--- config.mk ---
export PLATFORM = sky130hd
export DESIGN_NAME = div
export DESIGN_NICKNAME = d
export VERILOG_FILES = /design/src/rtl/div.sv
export SDC_FILE = /design/constraint.sdc
export NUM_CORES = 1
export LEC_CHECK = 0
export ABC_AREA = 1
export CAP_MARGIN = 20
export CORE_MARGIN = 5
export CORE_UTILIZATION = 40
export CTS_CLUSTER_DIAMETER = 50
export DETAILED_ROUTE_END_ITERATION = 10
export GPL_ROUTABILITY_DRIVEN = 0
export PLACE_DENSITY = 0.71
export SETUP_SLACK_MARGIN = 0.5
export SLEW_MARGIN = 20
export SYNTH_ARGS = -nofsm -noshare
export SYNTH_HDL_FRONTEND = slang
export SYNTH_SLANG_ARGS = --single-unit
--- constraint.sdc ---
create_clock -name CLK -period 3.6 [get_ports CLK]
set_input_delay 0.72 -clock CLK [delete_from_list [all_inputs] [get_ports CLK]]
set_output_delay 0.72 -clock CLK [all_outputs]
set_load 0.05 [all_outputs]
--- src/rtl/div.sv ---
// Sequential restoring divider, one quotient bit per cycle.
// Define DIV_SIGNED_EN for two's complement operands.
module div #(
  parameter int WIDTH = 32
) (
  input  logic             CLK,
  input  logic             rst,
  input  logic             start,
  input  logic [WIDTH-1:0] A,
  input  logic [WIDTH-1:0] B,
  output logic             busy,
  output logic             done,
  output logic [WIDTH-1:0] Q,
  output logic [WIDTH-1:0] R,
  output logic             div_by_zero
);

  localparam int CW = (WIDTH > 1) ? $clog2(WIDTH) : 1;

  typedef enum logic [1:0] {
    IDLE,
    CALC,
    DONE
  } state_t;

  state_t           state_q, state_d;
  logic [CW-1:0]    cnt_q, cnt_d;
  logic [WIDTH-1:0] rem_q, rem_d;
  logic [WIDTH-1:0] quo_q, quo_d;
  logic [WIDTH-1:0] dvs_q, dvs_d;
  logic [WIDTH-1:0] q_q, q_d;
  logic [WIDTH-1:0] r_q, r_d;
  logic             dbz_q, dbz_d;

  logic [WIDTH:0]   shl;
  logic [WIDTH:0]   diff;
  logic [WIDTH-1:0] a_mag;
  logic [WIDTH-1:0] b_mag;
  logic             accept;
  logic             last;

`ifdef DIV_SIGNED_EN
  logic qneg_q, qneg_d;
  logic rneg_q, rneg_d;

  always_comb begin
    a_mag = A[WIDTH-1] ? ('0 - A) : A;
    b_mag = B[WIDTH-1] ? ('0 - B) : B;
  end
`else
  always_comb begin
    a_mag = A;
    b_mag = B;
  end
`endif

  always_comb begin
    state_d = state_q;
    cnt_d   = cnt_q;
    rem_d   = rem_q;
    quo_d   = quo_q;
    dvs_d   = dvs_q;
    q_d     = q_q;
    r_d     = r_q;
    dbz_d   = dbz_q;
`ifdef DIV_SIGNED_EN
    qneg_d  = qneg_q;
    rneg_d  = rneg_q;
`endif
    shl     = {rem_q, quo_q[WIDTH-1]};
    diff    = shl - {1'b0, dvs_q};
    accept  = start && (state_q != CALC);
    last    = (cnt_q == CW'(WIDTH - 1));

    case (state_q)
      IDLE, DONE: begin
        if (state_q == DONE) state_d = IDLE;
        if (accept) begin
          if (B == '0) begin
            // Zero divisor skips iteration entirely.
            state_d = DONE;
            q_d     = '1;
            r_d     = A;
            dbz_d   = 1'b1;
          end else begin
            state_d = CALC;
            cnt_d   = '0;
            rem_d   = '0;
            quo_d   = a_mag;
            dvs_d   = b_mag;
`ifdef DIV_SIGNED_EN
            qneg_d  = A[WIDTH-1] ^ B[WIDTH-1];
            rneg_d  = A[WIDTH-1];
`endif
          end
        end
      end
      CALC: begin
        rem_d = diff[WIDTH] ? shl[WIDTH-1:0] : diff[WIDTH-1:0];
        quo_d = {quo_q[WIDTH-2:0], ~diff[WIDTH]};
        cnt_d = cnt_q + CW'(1);
        if (last) begin
          state_d = DONE;
          dbz_d   = 1'b0;
`ifdef DIV_SIGNED_EN
          q_d     = qneg_q ? ('0 - quo_d) : quo_d;
          r_d     = rneg_q ? ('0 - rem_d) : rem_d;
`else
          q_d     = quo_d;
          r_d     = rem_d;
`endif
        end
      end
      default: state_d = IDLE;
    endcase
  end

  always_ff @(posedge CLK) begin
    if (rst) begin
      state_q <= IDLE;
      cnt_q   <= '0;
      rem_q   <= '0;
      quo_q   <= '0;
      dvs_q   <= '0;
      q_q     <= '0;
      r_q     <= '0;
      dbz_q   <= 1'b0;
`ifdef DIV_SIGNED_EN
      qneg_q  <= 1'b0;
      rneg_q  <= 1'b0;
`endif
    end else begin
      state_q <= state_d;
      cnt_q   <= cnt_d;
      rem_q   <= rem_d;
      quo_q   <= quo_d;
      dvs_q   <= dvs_d;
      q_q     <= q_d;
      r_q     <= r_d;
      dbz_q   <= dbz_d;
`ifdef DIV_SIGNED_EN
      qneg_q  <= qneg_d;
      rneg_q  <= rneg_d;
`endif
    end
  end

  assign busy        = (state_q == CALC);
  assign done        = (state_q == DONE);
  assign Q           = q_q;
  assign R           = r_q;
  assign div_by_zero = dbz_q;

endmodule

Yosys cells after proc, flatten, opt, wreduce, memory -nomap -nowiden
Index checks and enable logic that the tools add are counted.
{ "word_totals": {"out_inout_bits": 67, "register_bits": 168, "elab_cells": 57, "in_bits": 67} }
{ "op_classes": {"muxes": 27, "n_addsub": 2, "n_reduce_logical": 9, "n_bitwise": 2, "n_eq_ne": 9} }
{ "op_table": {"columns": ["operator", "count"], "rows": [
  ["$mux 32", 11],
  ["$pmux 32 s2", 4],
  ["$sub 33x32->33", 1],
  ["$logic_not 32->1", 1],
  ["$mux 5", 2],
  ["$pmux 5 s2", 1],
  ["$mux 2", 4],
  ["$ne 2x2->1 const B", 3],
  ["$reduce_and 3->1", 2],
  ["$add 5x1->5 const B", 1],
  ["$eq 5x5->1 const B", 1],
  ["$ne 2x1->1 const B", 2],
  ["$pmux 2 s2", 1],
  ["$reduce_and 4->1", 1],
  ["$mux 1", 3],
  ["$ne 3x3->1 const B", 1],
  ["$eq 2x1->1 const B", 1],
  ["$eq 2x2->1 const B", 1],
  ["$logic_not 2->1", 1],
  ["$not 1->1", 2],
  ["$pmux 1 s2", 1],
  ["$reduce_and 2->1", 1],
  ["$reduce_bool 2->1", 1],
  ["$reduce_or 2->1", 1],
  ["$logic_and 1x1->1", 1]
]} }

Logic depth before layout (Yosys ltp)
{ "logic_depth": {"word_depth": 4, "mapped_depth": 19, "depth_no_buf": 18} }

Worst setup path after synthesis
Ideal clock, no wire load.
{ "synth_timing": {"kind": "reg-to-output", "startpoint": "register state_q[0]", "endpoint": "output port busy", "n_path_buf": 2, "arrival_time_ps": 1465, "required_ps": 2880, "slack_ps": 1415, "path_stages_with_launch": 5, "cell_sequence": "dfxtp_1 > inv_2 > nor2_4 > buf_1 > clkbuf_1"} }
{ "synth_between": {"elab_chain_len": 1} }
{ "synth_lines": {"columns": ["item", "line", "rtl"], "rows": [
  ["from (decl)", "26", "state_t state_q, state_d;"],
  ["from (signal assigned)", "133", "state_q <= state_d;"],
  ["$eq 2x1->1", "148", "assign busy = (state_q == CALC);"],
  ["to (decl)", "11", "output logic busy,"]
]} }
Every way passes these cells.

Worst setup path in the final report
{ "layout_timing": {"startpoint": "input port B[15]", "endpoint": "register dvs_q[0]"} }
{ "layout_between": {"elab_chain_len": 3} }
{ "layout_lines": {"columns": ["item", "line", "rtl"], "rows": [
  ["from (decl)", "10", "input logic [WIDTH-1:0] B,"],
  ["$logic_not 32->1", "79", "if (B == '0) begin"],
  ["$not 1->1 (no line)", null, null],
  ["$reduce_and 3->1 (no line)", null, null],
  ["to (signal assigned)", "137", "dvs_q <= dvs_d;"],
  ["to (decl)", "30", "logic [WIDTH-1:0] dvs_q, dvs_d;"]
]} }
Every way passes these cells.
A chain may end at the register's enable or synchronous reset.

==> flow_metrics.py <==
metrics = {
    "outcome": {
        "run_status": "finished clean",
    },
    "sta": {
        "hold_viol": 0,
        "slew_violations": 0,
        "rsz0062_at_grt": "false",
        "fin_ws_ns": 0.794,
        "slew_headroom": 0.293,
        "finalCritPeriodShare": 0.780,
        "timing.fmax_ghz": 0.356,
        "fin_setup_tns_ns": 0,
        "post-route-min-period_ns": 2.81,
        "finalSetupViolations": 0,
        "skew_ns": 0.0107,
        "tightest_slew_ns": 1.06,
    },
    "clock_tree": {
        "post_cts_buffers": 0,
        "cts_buffer_depth": 2,
        "cts.reportedPaths.clkPinSlew_ns": 0.07,
        "hold_buffers": 0,
        "cts_sinks": 168,
        "cts_root_buf": "clkbuf_16",
        "cts_tree": "built",
        "htree_levels": 4,
        "cts_resized": 0,
        "cts_buffers": 17,
        "clock_latency_ns": 0.43,
    },
    "setup_path": {
        "path_max_fanout": 102,
        "worstPathRequired_ns": 3.96,
        "critPathKind": "in -> reg",
        "worstSetupStartpointType": "input pin",
        "worstSetupEndpointType": "flop",
        "crit_arrival_ns": 3.17,
    },
    "logic_synthesis": {
        "yosysWarnings": 0,
        "yosys.area.top_type": "dfxtp_1",
        "synth_edf_count": 0,
        "yosys.area.top_type_share": 0.324,
        "syn_nets": 1671,
        "async_flop_share": 0,
        "synth_top_flop_cell": "dfxtp_1",
        "synth.area.top_cells": "dfxtp_1 32%, nand2_1 14%, inv_1 12%, nand3_1 6.6%, nand3_2 5.5%",
        "synth_cell_types": 39,
        "synthCells": 1569,
        "avgSynthCellArea_um2": 6.62,
        "synth_area_um2": 10400,
        "ys_seq_area_frac": 0.324,
        "ys_ff_latch": 168,
    },
    "grt": {
        "grt_pass1_wl_mm": 49.1,
        "grt_max_degree": 103,
        "grt_usage": 0.207,
        "grt_pass1_vias": 9758,
        "overflow": 0,
        "grt_antenna_before_repair": 0,
    },
    "final_layout": {
        "fin_util": 0.480,
        "fillCellCount": 2643,
        "final_nets": 1764,
        "area_growth_pct": 19.5,
        "n_antenna_cell": 0,
        "drive_gt1_frac": 0.0830,
    },
    "floorplanning": {
        "die_x_um": 171,
        "io_pins": 134,
        "die_h_um": 171,
        "die_area_um2": 29300,
        "rows": 59,
        "start_util": 0.402,
        "core_area_um2": 25800,
    },
    "place": {
        "dp_slack_ns": 0.241,
        "io_buffers": 133,
        "dp_hpwl_mm": 22.5,
    },
    "pwr": {
        "leakage_nw": 6.59,
        "ir_drop_uv": 347,
        "cellPowerDensity_nw_per_um2": 448,
    },
    "hold_path": {
        "hp-class": "reg -> reg",
    },
    "routing": {
        "ant_nets": 0,
        "wl_mm": 30.3,
        "drt-wirelength-per-cell_um": 15.1,
        "drtIter0Drc": 898,
        "first_pass_iters": 6,
        "drcViolationCount": 0,
        "vias": 10240,
        "vias_per_cell": 5.09,
    },
    "flow_run": {
        "cap_violations": 0,
    },
}
[layer usage]
metal	up-vias	track usage	wire length, um
met5	-	0	0
met1	4710	0.275	13300
met4	0	0.0685	907
li1	5115	-	-
met2	354	0.333	13900
met3	61	0.0497	2210
[state kept, by name, summed over array words and instances, names as in the netlist]
name         flops
rem_q           32
Q               32
state_q          2
quo_q           32
R               32
dvs_q           32
cnt_q            5
div_by_zero      1
[cell usage after synthesis, types with 2 or more instances]
cell type and count:
nand2_1 388, inv_1 333, dfxtp_1 168, nand3_1 137, o21ai_0 92, nor2_1 83
nand3_2 57, a21oi_1 52, clkbuf_1 37, ha_1 34, a31oi_1 32, o221ai_1 31
buf_2 18, xor2_1 15, inv_2 11, nand4_1 10, nor3_1 9, nand2_4 7
buf_12 6, nand2_2 6, o21ai_1 6, and2_1 5, buf_4 5, clkbuf_8 4
nor2_4 3, nor4_1 3, a21o_1 2, a21oi_4 2, nand2_8 2, nor2_2 2
[kinds of logic (layout without fill, tap and decap cells)]
family,after synthesis,after routing,share of synthesized area
flip-flops,168,168,0.324
buffers and inverters,417,523,0.169
AND/OR/NAND/NOR,714,714,0.327
adder cells (fa/ha/maj),35,35,0.0429
AO/OA/AOI/OAI,220,220,0.125
XOR/XNOR,15,15,0.0127
[cell usage in the layout, fill, tap and decap left out, types with 32 or more instances in the layout]
master / count
a21oi_1: 52
inv_1: 332
nand3_1: 137
a31oi_1: 32
clkdlybuf4s50_1: 133
o21ai_0: 92
ha_1: 34
nor2_1: 83
nand2_1: 387
nand3_2: 57
dfxtp_1: 168
[final timing paths]
kind         startpoint         to  slack (ns)  depth (start not counted)
max               B[15]   dvs_q[0]        0.79                          7
min           dvs_q[12]  dvs_q[12]        0.46                          2
max reg2reg   quo_q[31]   rem_q[5]        1.07                         17
min reg2reg   dvs_q[12]  dvs_q[12]        0.46                          2
[layout make-up]
type	instances	area [um^2]	area share
Clock inverter	13	110	0.00887
Inverter	345	1300	0.105
Sequential cell	168	3360	0.271
Clock buffer	19	443	0.0357
Multi-Input combinational cell	984	5280	0.426
Tap cell	335	419	0.0338
Timing Repair Buffer	146	1490	0.120
[critical path, stage by stage]
cell and delay [ns]:
clkdlybuf4s50_1 0.42, nor3_1 0.46, nand3_1 0.35, o21ai_4 0.34
buf_12 0.39, o21ai_0 0.29, nor2_1 0.14
[metrics by stage]
step	cell area [um^2]	power, mW	cells	hold WS, ns
floorplan	10400	3.45	1569	0.433
global placement	11900	3.78	1978	0.453
detailed placement	11900	3.80	1978	0.456
CTS	12400	5.57	2010	0.466
global route	12400	5.88	2010	0.493
finish	12400	5.55	2010	0.463
[power breakdown]
group | total (mW) | switching, mW | internal [mW]
Combinational | 1.75 | 1.20 | 0.544
Clock | 1.76 | 0.841 | 0.922
Sequential | 2.04 | 0.0823 | 1.96
Total | 5.55 | 2.13 | 3.43
(Power assumes the default switching activity.)
==> RTL edit (config.mk and constraints unchanged) <==
Re-encode `state_t` (3 states) as one-hot, 3 bits wide.
--- a/src/rtl/div.sv
+++ b/src/rtl/div.sv
@@ -17,10 +17,10 @@
 
   localparam int CW = (WIDTH > 1) ? $clog2(WIDTH) : 1;
 
-  typedef enum logic [1:0] {
-    IDLE,
-    CALC,
-    DONE
+  typedef enum logic [2:0] {
+    IDLE = 3'b001,
+    CALC = 3'b010,
+    DONE = 3'b100
   } state_t;
 
   state_t           state_q, state_d;
Formal check against the unedited RTL: no difference found for any inputs over 4 cycles, from zero or initial values and one cycle with rst high; so few cycles prove little.
==> RTL edit against the original RTL <==
Design area about the same; sequential cell count is 1 higher; final cell count hardly changed; worst setup slack worse by 0.082 ns; wire length down 3.9%; area after synthesis fell by 0.64%; die area fell by 0.60%.
Power is not compared: it rests on default switching activity, and its combinational part moved more than twofold at a synthesized area within 25%.
==> RTL edit: results (changes against the original RTL) <==
Status
  • Status: complete, no violations

Cells and area
  • Final net count: 1767 (+0.17%)
  • Invs w/o clock: 348 (+0.87%)
  • Share of cells above drive strength 1: 10.4% (+2.1 points)
  • Register area: 3380 um2 (+0.59%)
  • Count of non-CTS buffers in the layout: 144 (-1.4%)
  • Clk tree area frac: 5.06% (+0.60 points)
  • Fill cell count: 2498 (-5.5%)
  • Final Util: 49.0% (+0.98 points)
  • Fraction of area in multi-input gates: 42.2% (-0.37 points)
  • #MultiIn Comb: 985 (+0.10%)
  • Fraction of area in non-clock buffers: 11.6% (-0.43 points)

Clock tree
  • Num Clock Sinks: 169 (+0.60%)
  • Clk buf depth: 2 (unchanged)
  • Post-CTS Resized: 0 (unchanged)
  • Post-CTS Setup Bufs: 0 (unchanged)
  • H-tree lvl count: 4 (unchanged)

Drt
  • Metal3 WL: 1610 um (-27%)
  • WL met2: 12900 um (-7.0%)
  • Routed WL per cell: 14.5 um (-3.8%)
  • Via count: 9910 (-3.2%)
  • Post-DRT Antenna Nets: 0 (unchanged)
  • Iter 0 DRT Violations: 761 (-15%)
  • Drt via density: 4.94 (-3.1%)
  • DR pass1 iterations: 5 (-1)
  • WL met1: 14000 um (+5.2%)

Global routing
  • Vias in the first global route: 9389 (-3.8%)
  • Total GRT Usage: 20.0% (-0.73 points)
  • GR Util met1: 28.3% (+0.81 points)
  • M2 GR Usage: 31.1% (-2.2 points)
  • Largest net degree at the start of global routing: 70 (-32%)
  • Met3 GRT Util: 3.74% (-1.2 points)
  • Wire length of the first global-routing pass: 47300 um (-3.7%)

Worst setup path
  • Startpoint Class: flop
  • Flop2flop setup slack: 0.82 ns (-0.25 ns)
  • Worst r2r src: state_q[1]$_SDFFE_PP0P_
  • CP peak stage delay: 0.90 ns (+0.44 ns)
  • Critical path's top delay family: buffers and inverters
  • CP Max Fanout: 11 (-89%)
  • Worst endpoint data arrival time: 2.17 ns (-1.00 ns)
  • R2R Path End: Q[0]$_SDFFE_PP0P_
  • Crit-path slowest cell: clkdlybuf4s50_1
  • FF-to-FF path depth: 10 (-7)

Timing
  • Rel. slew slack: 31.7% (+2.4 points)
  • Minimum hold slack: 0.466 ns (+0.00367 ns)
  • Clock skew: 0.00968 ns (-0.00104 ns)

Logic synthesis
  • Sequential area share after synthesis: 32.8% (+0.40 points)
  • Synth cell types: 41 (+5.1%)
  • Top cells by count, synth: 424 x nand2_1, 301 x inv_1, 169 x dfxtp_1, 99 x nand3_1, 82 x nor2_1
  • Synth Instances: 1570 (+0.064%)
  • Syn_nets: 1672 (+0.060%)
  • Largest cells by area after synthesis: dfxtp_1 33%, nand2_1 15%, inv_1 11%

Worst hold path
  • Worst hold start: dvs_q[13]$_SDFFE_PP0P_
  • Hold endpoint: dvs_q[13]$_SDFFE_PP0P_

Placement
  • Dpl ws: 0.384 ns (+0.143 ns)
  • Post-DP Area: 11800 um2 (-0.60%)
  • Placed insts: 1976 (-0.10%)
  • Hpwl dp: 21500 um (-4.6%)

Die
  • Row cnt: 58 (-1.7%)
-- RTL edit: cell count changes after synthesis, sizes merged, moves of 2 or more --
| cell | before | now |
|---|---|---|
| a21oi | 55 | 53 |
| buf | 31 | 37 |
| clkbuf | 41 | 31 |
| inv | 344 | 348 |
| nand2 | 403 | 438 |
| nand3 | 194 | 156 |
| nand4 | 10 | 8 |
| nor3 | 9 | 13 |
-- RTL edit: worst max path at each step --
| stage | startpoint | endpoint | slack (ns) | cells after the start |
|---|---|---|---|---|
| after floorplan | state_q[1]$_SDFFE_PP0P_ | busy | 1.40 | 4 |
| after global placement | B[11] | dvs_q[31]$_SDFFE_PP0P_ | 0.38 | 7 |
| after global routing | state_q[1]$_SDFFE_PP0P_ | R[27]$_SDFFE_PP0P_ | 0.52 | 11 |
| after detailed placement | B[11] | dvs_q[31]$_SDFFE_PP0P_ | 0.38 | 7 |
| after CTS | state_q[1]$_SDFFE_PP0P_ | busy | 0.69 | 3 |
| final | state_q[1]$_SDFFE_PP0P_ | busy | 0.71 | 3 |
-- RTL edit: cell families (layout without fill, tap and decap cells) --
| logic type | Yosys count | in the layout | share of synthesized area (%) |
|---|---|---|---|
| DFF | 169 | 169 | 32.8 |
| buffers and inverters | 416 | 524 | 16.5 |
| and+or+nand+nor | 714 | 714 | 32.5 |
| xor gates and xnor gates | 16 | 16 | 1.36 |
| adders and majority gates | 35 | 35 | 4.32 |
| AOI/OAI and AO/OA | 220 | 220 | 12.5 |
-- RTL edit: report_power, final --
part / switching, W / internal (W)
Combinational: 0.000494 / 0.000251
Clock: 0.000903 / 0.00107
Sequential: 0.0000434 / 0.00194
Total: 0.00144 / 0.00326
